**src/rtl/mem_port_arbiter.sv**
```systemverilog
// mem_port_arbiter: shares one memory port between instruction fetch (port 0) and data (port 1).
// Round-robin tie-break by default; define MEM_ARB_DATA_PRIO_EN for fixed data-port priority.
module mem_port_arbiter #(
  parameter int AW = 32,
  parameter int DW = 32
) (
  input  logic          clk,
  input  logic          rst_n,
  input  logic          req0,
  input  logic          req1,
  input  logic [AW-1:0] addr0,
  input  logic [AW-1:0] addr1,
  input  logic [DW-1:0] wdata0,
  input  logic [DW-1:0] wdata1,
  input  logic          we0,
  input  logic          we1,
  output logic          done0,
  output logic          done1,
  output logic [DW-1:0] rdata,
  output logic          mem_req,
  output logic [AW-1:0] mem_addr,
  output logic [DW-1:0] mem_wdata,
  output logic          mem_we,
  input  logic          mem_ready,
  input  logic [DW-1:0] mem_rdata,
  output logic          sel
);

  typedef enum logic {
    IDLE = 1'b0,
    BUSY = 1'b1
  } state_t;

  state_t state;
  state_t state_next;
  logic   any_req;
  logic   winner;
  logic   start;
  logic   finish;

  assign any_req = req0 | req1;
  assign start   = (state == IDLE) & any_req;
  assign finish  = (state == BUSY) & mem_ready;

  // NOTE: sequential state is updated with non-blocking assignments only, so every
  // register samples the pre-edge value of every other register.
  always_ff @(posedge clk or negedge rst_n) begin
    if (!rst_n) begin
      state <= IDLE;
    end else begin
      state <= state_next;
    end
  end

  // NOTE: every combinational output gets a default first, so no path can infer a latch.
  always_comb begin
    state_next = state;
    case (state)
      IDLE:    if (any_req) state_next = BUSY;
      BUSY:    if (mem_ready) state_next = IDLE;
      default: state_next = IDLE;
    endcase
  end

  always_comb begin
    mem_req   = (state == BUSY);
    mem_addr  = sel ? addr1 : addr0;
    mem_wdata = sel ? wdata1 : wdata0;
    mem_we    = mem_req & (sel ? we1 : we0);
  end

`ifdef MEM_ARB_DATA_PRIO_EN
  // Data port wins every tie; instruction fetch may starve under continuous data traffic.
  always_comb begin
    winner = 1'b1;
    if (req0 && !req1) winner = 1'b0;
  end
`else
  logic last_gnt;

  // Reset to 1 so that port 0 wins the first tie.
  always_ff @(posedge clk or negedge rst_n) begin
    if (!rst_n) begin
      last_gnt <= 1'b1;
    end else if (finish) begin
      last_gnt <= sel;
    end
  end

  always_comb begin
    winner = ~last_gnt;
    if (req0 && !req1) winner = 1'b0;
    else if (req1 && !req0) winner = 1'b1;
  end
`endif

  // sel is latched only when a transaction starts and otherwise holds, also through IDLE.
  always_ff @(posedge clk or negedge rst_n) begin
    if (!rst_n) begin
      sel   <= 1'b0;
      done0 <= 1'b0;
      done1 <= 1'b0;
      rdata <= '0;
    end else begin
      done0 <= 1'b0;
      done1 <= 1'b0;
      if (start) begin
        sel <= winner;
      end
      if (finish) begin
        rdata <= mem_rdata;
        done0 <= ~sel;
        done1 <= sel;
      end
    end
  end

endmodule
```
**config.mk**
```make
export PLATFORM = sky130hd
export DESIGN_NAME = mem_port_arbiter
export DESIGN_NICKNAME = d
export VERILOG_FILES = /design/src/rtl/mem_port_arbiter.sv
export SDC_FILE = /design/constraint.sdc
export NUM_CORES = 1
export LEC_CHECK = 0
export CAP_MARGIN = 0
export CORE_AREA = 2 2 103 105
export CTS_BUF_LIST = sky130_fd_sc_hd__clkbuf_4 sky130_fd_sc_hd__clkbuf_8 sky130_fd_sc_hd__clkbuf_16
export CTS_CLUSTER_SIZE = 40
export DETAILED_ROUTE_END_ITERATION = 8
export DIE_AREA = 0 0 105 107
export PLACE_DENSITY = 0.72
export SLEW_MARGIN = 0
export SYNTH_ARGS = -nofsm -noshare
export SYNTH_HDL_FRONTEND = slang
export SYNTH_SLANG_ARGS = --single-unit
```
**constraint.sdc**
```tcl
create_clock -name clk -period 2.21 [get_ports clk]
set_input_delay 0.3315 -clock clk [delete_from_list [all_inputs] [get_ports clk]]
set_output_delay 0.3315 -clock clk [all_outputs]
set_load 0.05 [all_outputs]
```
==> results.md <==
* Ranking of synthesized cells by area: dfrtp_1, mux2_2, mux2_4
* CP Data Arrival Time at 1.62 ns
* Worst Path Max Fanout at 69
* CTS sink cnt at 37
* Initial Util at 22.6%
* Crit-path cells: buf_12, mux2_2, buf_4
* Distinct cells, synth at 16
* Crit path buffers/inverters at 2
* Initial DRT Pass Iterations at 4
* Maxcap violations at 0
* DRT iter0 DRCs at 63
* Longest Clk Path Bufs at 2
* Final WL at 8680 um
* PnR worst setup slack at 0.260 ns
* # H-tree levels at 2
* DP Cell Count at 548
* Util after Layout at 49.6%
* WL/cell at 15.6 um
* Max incr delay on CP at 0.41 ns
* CTS tree: yes
* Nets@finish at 586
* P_leak at 2.16 nW
* Port Buffers at 267
* Die area at 11200 sq um
* Class of the most critical setup path: flip-flop to output port
* Setup violators final at 0
* Slowest stage cell, crit path: mux2_2
* Sequential-to-total area share from yosys stat at 40.7%
* Worst-Skew Late Latency at 0.28 ns
* CTS Root Cell: clkbuf_8
* Cts bufs inserted at 5
* Post-synthesis compound-gate area fraction at 1.15%
* DR vias at 2304
* IO Count at 268
* Die Y at 107 um
* Hold_buf cts at 0
* Post-synthesis mux area share at 52.4%
* Global-route wire length before repair at 13100 um
* Combinational family with the most area after synthesis: multiplexers
* Vias in the first global route at 2383
* Final worst path period share at 88.2%
* FILL cells at 918
* Worst Tran Pin Value at 0.807 ns
* Fin Clk Skew at 0.00396 ns
* Hpwl dp at 7010 um
* Top delay family on crit path: buffers and inverters
* Avg Inst Size Synth at 14.7 sq um
* Post-Synth Adder-Cell Area at 0%
* Setup Buffers After CTS at 0
* Synth area leader: dfrtp_1
* Endpoints failing hold at 0
* Largest net degree at the start of global routing at 70
* Non-Filler Instances at 556
* Top cell type's share of synthesized area at 39.6%
* Setup tns final at 0 ns
* Die W at 105 um
* Achievable Freq at 0.513 GHz
* CP Data Required Time at 1.88 ns
* Post-CTS sizing at 0
* Slew Limit Fails at 0
* Synth Cell Area at 2280 sq um
* Yosys warns at 0
* Hold slack at 0.131 ns
* HP Class: primary input to async pin
* Max VDD drop at 556 uV
* Mapped Nets at 322
* Reg clk slew, reported paths at 0.08 ns
* Max-Slew Margin vs Limit at 46.2%
* Worst Setup Start Kind: flip-flop
* Outcome: completed
* Total track usage at 14.6%
* Synth Area in Simple Gates at 1.54%
* Pwr dens at 859 nW/um^2
* Tmin final at 1.95 ns
* Nature of the critical path endpoint: output port
* Antenna viol nets, final at 0
* GRT overflow at 0
* Cells after Synth at 155
* RSZ-0062 raised after global routing: false
* Drt drc at 0
* N_diodes at 0
* Cell row count at 37
* Area grow syn2layout at 120%
* Core area at 10100 sq um
* Synth Register Bits at 37
* Vias per cell at 4.14
* Worst slack, placed at 0.372 ns
* Share of cells above drive strength 1 at 41.7%
* Routability cong. at 0.774
* Initial antenna violation count at 0
* Synth Area in XOR/XNOR at 0%
-- cells in the final DEF (no fill, tap or decap) --
cell	instances
clkdlybuf4s50_1	200
mux2_2	69
buf_4	65
dfrtp_1	35
mux2_4	27
clkbuf_8	5
nor2_1	2
buf_12	2
inv_1	1
mux2i_1	1
and3_1	1
nand2_4	1
o31a_1	1
a21o_1	1
nand2_1	1
nand2b_1	1
a32o_1	1
clkinv_4	1
clkinvlp_4	1
bufinv_16	1
buf_2	1
dfstp_2	1
dfrtp_2	1
-- cells by family after synthesis --
| family | count (synthesis) |
|---|---|
| buffers and inverters | 12 |
| AOI/OAI and AO/OA | 3 |
| and+or+nand+nor | 6 |
| DFF | 37 |
| muxes | 97 |
-- worst register-to-register path, cell delays in order (launching register included) --
cell and delay, ns:
dfrtp_1 0.46, nand2_4 0.47, mux2_2 0.42
-- per-stage QoR --
stage	instance area (sq um)	total power, mW
after floorplan	2280	2.79
after global placement	4890	3.73
after detailed placement	4890	3.74
after CTS	5010	4.36
after global routing	5010	4.47
final	5010	4.30
-- routing by layer --
layer,routed length [um],global-route usage (%),up-vias,share of wire (%)
met5,0,0,-,0
met4,46,3.62,0,0.53
met3,843,5.29,4,9.7
met2,4410,25.4,132,51
met1,3380,16.9,1079,39
li1,-,-,1089,-
-- state kept, by name, indices dropped and copies added (netlist names) --
name      cells
rdata        32
done0         1
done1         1
last_gnt      1
mem_req       1
sel           1
-- cells in the mapped netlist, drive strengths merged --
cell and number:
a21o 1, nor2 2, and3 1, nand2b 1, inv 1, nand2 2, buf 11, mux2 96
dfstp 1, mux2i 1, o31a 1, dfrtp 36, a32o 1
-- cell type report --
class	instances	area [sq um]	area share (%)
Clock buffer	5	68.8	1.37
Clock inverter	3	46.3	0.925
Inverter	1	3.75	0.0750
Multi-Input combinational cell	106	1250	25.0
Sequential cell	37	928	18.5
Tap cell	136	170	3.40
Timing Repair Buffer	268	2530	50.6
-- path summary, 6_finish.rpt --
path	start	end	slack, ns	depth (start not counted)
setup / recovery	sel$_DFFE_PN0P_	mem_wdata[12]	0.26	3
max in group asynchronous	rst_n	sel$_DFFE_PN0P_	1.52	1
setup reg to reg	mem_req$_DFF_PN0_	rdata[15]$_DFFE_PN0P_	0.74	2
min in group clk	rdata[12]$_DFFE_PN0P_	rdata[12]$_DFFE_PN0P_	0.51	1
hold reg to reg	rdata[12]$_DFFE_PN0P_	rdata[12]$_DFFE_PN0P_	0.51	1
hold / removal	rst_n	rdata[26]$_DFFE_PN0P_	0.13	1
-- report_power, final --
| group | internal (mW) | switching (mW) | leakage (nW) | total, mW |
|---|---|---|---|---|
| Clock | 0.338 | 0.248 | 0.0543 | 0.586 |
| Sequential | 0.806 | 0.0766 | 0.433 | 0.883 |
| Combinational | 1.16 | 1.67 | 1.67 | 2.83 |
No activity file was read; power rests on OpenSTA's default activity.
